`src/rtl/apb_periph_hub_pkg.sv`:
```
// Shared constants and types for the APB peripheral hub: hub register offsets,
// the forwarding FSM state type and the error read-data pattern.
package apb_periph_hub_pkg;

    localparam logic [7:0] REG_INT_PENDING = 8'h00;
    localparam logic [7:0] REG_INT_MASK    = 8'h01;
    localparam logic [7:0] REG_INT_EDGE    = 8'h02;
    localparam logic [7:0] REG_ERR_STATUS  = 8'h03;
    localparam logic [7:0] REG_ERR_PAGE    = 8'h04;

    localparam logic [7:0] ERR_RDATA = 8'hFF;

    typedef enum logic [1:0] {IDLE, FWD, ABORT} hub_state_t;

endpackage

```
`src/rtl/apb_periph_hub_int_ctrl.sv`:
```
// Interrupt aggregation: per-slave mask, level/edge mode and pending state,
// folded into the registered active-low n_int line.
module apb_periph_hub_int_ctrl
    import apb_periph_hub_pkg::*;
#(
    parameter int unsigned NUM_SLAVES = 4
) (
    input  logic                  clk,
    input  logic                  n_rst,
    input  logic                  wr_en,
    input  logic [7:0]            wr_offset,
    input  logic [NUM_SLAVES-1:0] wdata,
    input  logic [NUM_SLAVES-1:0] irq_in,
    output logic [NUM_SLAVES-1:0] pending,
    output logic [NUM_SLAVES-1:0] mask,
    output logic [NUM_SLAVES-1:0] edge_mode,
    output logic                  n_int
);

    logic [NUM_SLAVES-1:0] pend_q;
    logic [NUM_SLAVES-1:0] irq_prev;
    logic [NUM_SLAVES-1:0] rise;
    logic [NUM_SLAVES-1:0] clr;
    logic [NUM_SLAVES-1:0] toggle;
    logic [NUM_SLAVES-1:0] mask_d;
    logic [NUM_SLAVES-1:0] edge_d;

    always_comb begin
        mask_d = mask;
        edge_d = edge_mode;
        clr    = '0;
        if (wr_en) begin
            case (wr_offset)
                REG_INT_PENDING: clr    = wdata;
                REG_INT_MASK:    mask_d = wdata;
                REG_INT_EDGE:    edge_d = wdata;
                default: ;
            endcase
        end
        rise   = irq_in & ~irq_prev;
        toggle = edge_d ^ edge_mode;
    end

    // pend_q only ever holds edge-mode bits; level-mode bits follow irq_in live
    assign pending = pend_q | (irq_in & ~edge_mode);

    always_ff @(posedge clk or negedge n_rst) begin
        if (!n_rst) begin
            pend_q    <= '0;
            irq_prev  <= '0;
            mask      <= '0;
            edge_mode <= '0;
            n_int     <= 1'b1;
        end else begin
            pend_q    <= ((pend_q & ~clr & ~toggle) | rise) & edge_d;
            irq_prev  <= irq_in;
            mask      <= mask_d;
            edge_mode <= edge_d;
            n_int     <= ~|(pending & mask);
        end
    end

endmodule

```
`src/rtl/apb_periph_hub.sv`:
```
// APB I/O hub: page decode to up to 8 slaves, read mux, hub registers, error
// capture. Define APB_PERIPH_HUB_TIMEOUT_EN to enable the stall-timeout FSM.
module apb_periph_hub
    import apb_periph_hub_pkg::*;
#(
    parameter int unsigned NUM_SLAVES = 4,
    parameter logic [7:0]  BASE_PAGE  = 8'h00,
    parameter logic [7:0]  HUB_PAGE   = 8'hFF,
    parameter int unsigned TIMEOUT    = 64
) (
    input  logic                    clk,
    input  logic                    n_rst,
    input  logic [15:0]             paddr,
    input  logic [7:0]              pwdata,
    input  logic                    pwrite,
    input  logic                    psel,
    input  logic                    penable,
    output logic [7:0]              prdata,
    output logic                    pready,
    output logic [7:0]              s_paddr,
    output logic [7:0]              s_pwdata,
    output logic                    s_pwrite,
    output logic                    s_penable,
    output logic [NUM_SLAVES-1:0]   s_psel,
    input  logic [8*NUM_SLAVES-1:0] s_prdata,
    input  logic [NUM_SLAVES-1:0]   s_pready,
    input  logic [NUM_SLAVES-1:0]   irq_in,
    output logic                    n_int
);

    logic [7:0]            page;
    logic [NUM_SLAVES-1:0] hit;
    logic                  any_hit;
    logic                  hub_sel;
    logic                  unmapped;
    logic                  access;
    logic                  hub_wr;
    logic                  slave_ready;
    logic [7:0]            slave_rdata;
    logic [7:0]            reg_rdata;
    logic                  aborting;
    logic                  err_flag;
    logic [7:0]            err_page;
    logic                  err_set;
    logic                  err_clr;
    logic [NUM_SLAVES-1:0] pending;
    logic [NUM_SLAVES-1:0] mask;
    logic [NUM_SLAVES-1:0] edge_mode;

    assign page      = paddr[15:8];
    assign access    = psel & penable;
    assign s_paddr   = paddr[7:0];
    assign s_pwdata  = pwdata;
    assign s_pwrite  = pwrite;

    always_comb begin
        hit         = '0;
        slave_ready = 1'b0;
        slave_rdata = '0;
        for (int unsigned i = 0; i < NUM_SLAVES; i++) begin
            if (psel && (page == BASE_PAGE + 8'(i))) begin
                hit[i]      = 1'b1;
                slave_ready = s_pready[i];
                slave_rdata = s_prdata[8*i +: 8];
            end
        end
    end

    assign any_hit  = |hit;
    assign hub_sel  = psel & ~any_hit & (page == HUB_PAGE);
    assign unmapped = psel & ~any_hit & (page != HUB_PAGE);
    assign hub_wr   = access & hub_sel & pwrite;

`ifdef APB_PERIPH_HUB_TIMEOUT_EN
    hub_state_t state;
    hub_state_t state_d;
    logic [7:0] cnt;
    logic [7:0] cnt_d;

    always_ff @(posedge clk or negedge n_rst) begin
        if (!n_rst) begin
            state <= IDLE;
            cnt   <= '0;
        end else begin
            state <= state_d;
            cnt   <= cnt_d;
        end
    end

    // cnt holds the number of stalled access cycles seen in FWD; a ready in the
    // cycle the count reaches TIMEOUT is checked first and completes normally
    always_comb begin
        state_d = state;
        cnt_d   = cnt;
        case (state)
            IDLE: begin
                cnt_d = '0;
                if (access && any_hit && !slave_ready) begin
                    state_d = FWD;
                    cnt_d   = 8'd1;
                end
            end
            FWD: begin
                if (!access || slave_ready) begin
                    state_d = IDLE;
                    cnt_d   = '0;
                end else if (cnt == 8'(TIMEOUT)) begin
                    state_d = ABORT;
                    cnt_d   = '0;
                end else begin
                    cnt_d = cnt + 8'd1;
                end
            end
            ABORT: begin
                state_d = IDLE;
                cnt_d   = '0;
            end
            default: begin
                state_d = IDLE;
                cnt_d   = '0;
            end
        endcase
    end

    always_comb begin
        aborting = (state == ABORT);
    end
`else
    assign aborting = 1'b0;
`endif

    always_comb begin
        s_psel    = aborting ? '0 : hit;
        s_penable = penable & ~aborting;
        pready    = 1'b0;
        prdata    = '0;
        if (aborting) begin
            pready = 1'b1;
            prdata = ERR_RDATA;
        end else if (any_hit) begin
            pready = slave_ready;
            prdata = slave_rdata;
        end else if (hub_sel) begin
            pready = penable;
            prdata = reg_rdata;
        end else if (psel) begin
            pready = penable;
            prdata = ERR_RDATA;
        end
    end

    always_comb begin
        reg_rdata = '0;
        case (paddr[7:0])
            REG_INT_PENDING: reg_rdata = 8'(pending);
            REG_INT_MASK:    reg_rdata = 8'(mask);
            REG_INT_EDGE:    reg_rdata = 8'(edge_mode);
            REG_ERR_STATUS:  reg_rdata = {err_flag, 7'b0};
            REG_ERR_PAGE:    reg_rdata = err_page;
            default:         reg_rdata = '0;
        endcase
    end

    assign err_set = (access & unmapped) | aborting;
    assign err_clr = hub_wr & (paddr[7:0] == REG_ERR_STATUS);

    // a new error outranks a clear landing on the same edge
    always_ff @(posedge clk or negedge n_rst) begin
        if (!n_rst) begin
            err_flag <= 1'b0;
            err_page <= '0;
        end else if (err_set) begin
            err_flag <= 1'b1;
            err_page <= page;
        end else if (err_clr) begin
            err_flag <= 1'b0;
        end
    end

    apb_periph_hub_int_ctrl #(
        .NUM_SLAVES(NUM_SLAVES)
    ) u_int_ctrl (
        .clk       (clk),
        .n_rst     (n_rst),
        .wr_en     (hub_wr),
        .wr_offset (paddr[7:0]),
        .wdata     (pwdata[NUM_SLAVES-1:0]),
        .irq_in    (irq_in),
        .pending   (pending),
        .mask      (mask),
        .edge_mode (edge_mode),
        .n_int     (n_int)
    );

endmodule

```
`config.mk`:
```
export PLATFORM = sky130hd
export DESIGN_NAME = apb_periph_hub
export DESIGN_NICKNAME = d
export VERILOG_FILES = /design/src/rtl/apb_periph_hub_pkg.sv /design/src/rtl/apb_periph_hub_int_ctrl.sv /design/src/rtl/apb_periph_hub.sv
export SDC_FILE = /design/constraint.sdc
export NUM_CORES = 1
export LEC_CHECK = 0
export BUFFER_PORTS_ARGS = -buffer_cell sky130_fd_sc_hd__clkbuf_2
export CAP_MARGIN = 20
export CELL_PAD_IN_SITES_DETAIL_PLACEMENT = 0
export CELL_PAD_IN_SITES_GLOBAL_PLACEMENT = 1
export CORE_MARGIN = 1.5
export CORE_UTILIZATION = 35
export DETAILED_ROUTE_END_ITERATION = 12
export HOLD_SLACK_MARGIN = 0.03
export PLACE_DENSITY = 0.95
export SLEW_MARGIN = 10
export SYNTH_ARGS = -nofsm -noshare
export SYNTH_HDL_FRONTEND = slang
export SYNTH_SLANG_ARGS = --single-unit
```
`constraint.sdc`:
```
create_clock -name clk -period 5.1 [get_ports clk]
set_clock_uncertainty 0.15 [all_clocks]
set_input_delay 0.51 -clock clk [delete_from_list [all_inputs] [get_ports clk]]
set_output_delay 0.51 -clock clk [all_outputs]
set_load 0.02 [all_outputs]
```
==> impl_metrics.env <==
export IMPL_crit_type="primary input to primary output"
export IMPL_antenna_cells=0
export IMPL_synthArstFlopShare_pct=100.0
export IMPL_yosysWarningCount=0
export IMPL_clk_insertion_delay_late_ns=0.27
export IMPL_rsz0062_at_grt="false"
export IMPL_nets=323
export IMPL_synth_compound_area_share_pct=18.42
export IMPL_timing_slew_headroom_pct=50.11
export IMPL_syn_nets=253
export IMPL_grt_use_total_pct=18.78
export IMPL_clockBufferDepth=2
export IMPL_worst_pin_slew_ns=0.7387
export IMPL_synth_edf_count=0
export IMPL_post_route_period_util_pct=58.42
export IMPL_syn_inst=184
export IMPL_synthAdderAreaFrac_pct=0
export IMPL_dp_slack_ns=2.117
export IMPL_final_area_mm2=0.002288
export IMPL_layout_setup_ws_ns=2.120
export IMPL_layout_drive_gt1_share_pct=47.83
export IMPL_cp_arrival_ns=2.32
export IMPL_power_density_mw_per_mm2=209.5
export IMPL_muxShareOfSynthArea_pct=18.22
export IMPL_start_kind="primary input"
export IMPL_status="complete, no violations"
export IMPL_dieArea_mm2=0.005743
export IMPL_leakage_nw=1.091
export IMPL_vdd_drop_max_mv=0.1086
export IMPL_drt_iter0_markers=126
export IMPL_rows=26
export IMPL_drc_errors=0
export IMPL_cts_resized_gates=0
export IMPL_syn_area_mm2=0.001854
export IMPL_utilization_pct=44.81
export IMPL_layout_common_cells="clkbuf_2, dfrtp_1, o21ai_0"
export IMPL_synth_top_area_share_pct=33.74
export IMPL_ant_nets=0
export IMPL_yosysSeqAreaShare_pct=35.16
export IMPL_min_period_ns=2.980
export IMPL_die_w_um=75.79
export IMPL_worstHoldPathType="primary input to asynchronous set/reset pin"
export IMPL_antenna_found_initial=0
export IMPL_coreArea_mm2=0.005107
export IMPL_clk_pin_slew_worst_paths_ns=0.09
export IMPL_wl_per_cell_um=15.49
export IMPL_numCtsBuffers=3
export IMPL_slew_viol_final=0
export IMPL_drv_cap=0
export IMPL_hold_buffers=0
export IMPL_grt_pass1_vias=1697
export IMPL_port_buffers=92
export IMPL_boundaryPins=101
export IMPL_synthTopCellsByArea="dfrtp_1, mux4_2, buf_4, mux2_4, o21ai_0"
export IMPL_layout_commonest_cell="clkbuf_2"
export IMPL_firstDrtPassIters=4
export IMPL_cts_tree="yes"
export IMPL_grt_max_degree=27
export IMPL_via_count=1745
export IMPL_synth_main_ff_cell="dfrtp_1"
export IMPL_yosysTopAreaCell="dfrtp_1"
export IMPL_grt_pass1_wl_mm=8.121
export IMPL_ys_types=39
export IMPL_synthXorXnorAreaFrac_pct=0.4723
export IMPL_synth_seq_cells=26
export IMPL_fp_dieH_um=75.79
export IMPL_drt_total_wl_mm=5.004
export IMPL_gr_total_overflow=0
export IMPL_crit_fanout=8
export IMPL_final_setup_tns_ns=0
export IMPL_required_ns=4.44
export IMPL_gp_congestion=0.8246
export IMPL_syn_to_final_growth_pct=23.41
export IMPL_dpl_hpwl_mm=4.105
export IMPL_yosys_area_share_simple_pct=17.41
export IMPL_postCtsSetupRepairBufs=0
export IMPL_synth_top_family_by_area="compound AO/OA/AOI/OAI gates"
export IMPL_clock_sinks=26
export IMPL_cts_max_level=1
export IMPL_endpoint_kind="primary output"
export IMPL_max_freq_mhz=335.6
export IMPL_clockRootBuffer="clkbuf_8"
export IMPL_setup_viol=0
export IMPL_start_util_pct=36.31
export IMPL_place_area_mm2=0.002233
export IMPL_synth_area_per_cell_um2=10.08
export IMPL_viasPerCell=5.402
export IMPL_hold_viol=0
export IMPL_n_fill_cell=514
-- area by class of cell --
cell class                      instances  area, um2  share of cell area, %
Sequential cell                        26      651.9                  28.49
Inverter                                4      15.01                 0.6561
Clock buffer                            4      55.05                  2.406
Multi-Input combinational cell        126       1011                  44.18
Tap cell                               70      87.58                  3.827
Timing Repair Buffer                   93      467.9                  20.45
-- kinds of logic after synthesis --
| kind of cell | count (synthesis) |
|---|---|
| multiplexers | 19 |
| flip-flops | 26 |
| AND/OR/NAND/NOR | 54 |
| AO/OA/AOI/OAI | 52 |
| buffers and inverters | 32 |
| XOR/XNOR | 1 |
-- Yosys cell counts (3+ instances only) --
cell type / number
dfrtp_1: 25
nand4_1: 4
a21o_1: 5
buf_2: 3
nand3_1: 8
nand2_1: 11
mux4_2: 9
inv_1: 4
nor2_1: 5
a311o_1: 3
mux2_4: 6
buf_4: 18
clkbuf_1: 5
and2_1: 3
nor3_1: 3
mux2_2: 4
nor2b_1: 7
a22oi_1: 4
a221oi_1: 6
a21oi_1: 13
o21ai_0: 15
-- critical path: stages --
cell and delay, ns:
clkbuf_2 0.12, or4b_4 0.56, or4_1 0.58, o21ai_0 0.29, a21oi_1 0.08, clkbuf_2 0.17
-- worst paths after layout --
| check | start | endpoint | slack (ns) | depth (start not counted) |
|---|---|---|---|---|
| worst max-delay path | paddr[14] | prdata[2] | 2.12 | 6 |
| worst min-delay path | n_rst | err_page[4] | 0.08 | 1 |
| worst max register to register | u_int_ctrl.edge_mode[3] | u_int_ctrl.n_int | 3.71 | 4 |
| worst min register to register | u_int_ctrl.mask[0] | u_int_ctrl.n_int | 0.34 | 1 |
| max in group asynchronous | n_rst | u_int_ctrl.irq_prev[0] | 4.30 | 1 |
| min in group clk | irq_in[3] | u_int_ctrl.irq_prev[3] | 0.22 | 1 |
-- report_power, final --
| part | leakage [nW] | internal (W) | switching [W] |
|---|---|---|---|
| logic | 0.772 | 0.0000584 | 0.0000582 |
| registers | 0.290 | 0.000220 | 0.00000867 |
| clock network | 0.0288 | 0.0000691 | 0.0000652 |
| total | 1.09 | 0.000347 | 0.000132 |
-- routing by layer --
metal	global-route usage (%)	wire, um	vias to the layer above
li1	-	-	826
met1	23.96	2062	824
met2	32.75	2542	91
met3	3.968	355	4
met4	3.968	44	0
met5	0	0	-
-- registers in the layout, summed over array words and instances, names as in the netlist --
register	flops
u_int_ctrl.mask	4
err_flag	1
u_int_ctrl.edge_mode	4
u_int_ctrl.n_int	1
err_page	8
u_int_ctrl.irq_prev	4
u_int_ctrl.pend_q	4
-- through the flow --
stage | cells | hold WS [ns] | power (W)
floorplan | 184 | 0.06441 | 0.0003062
finish | 323 | 0.08094 | 0.0004794
global placement | 319 | 0.2963 | 0.0003471
global route | 323 | 0.1323 | 0.0005078
detailed placement | 319 | 0.3164 | 0.0003500
CTS | 323 | 0.1078 | 0.0004841
Power figures use the tool's default switching activity.
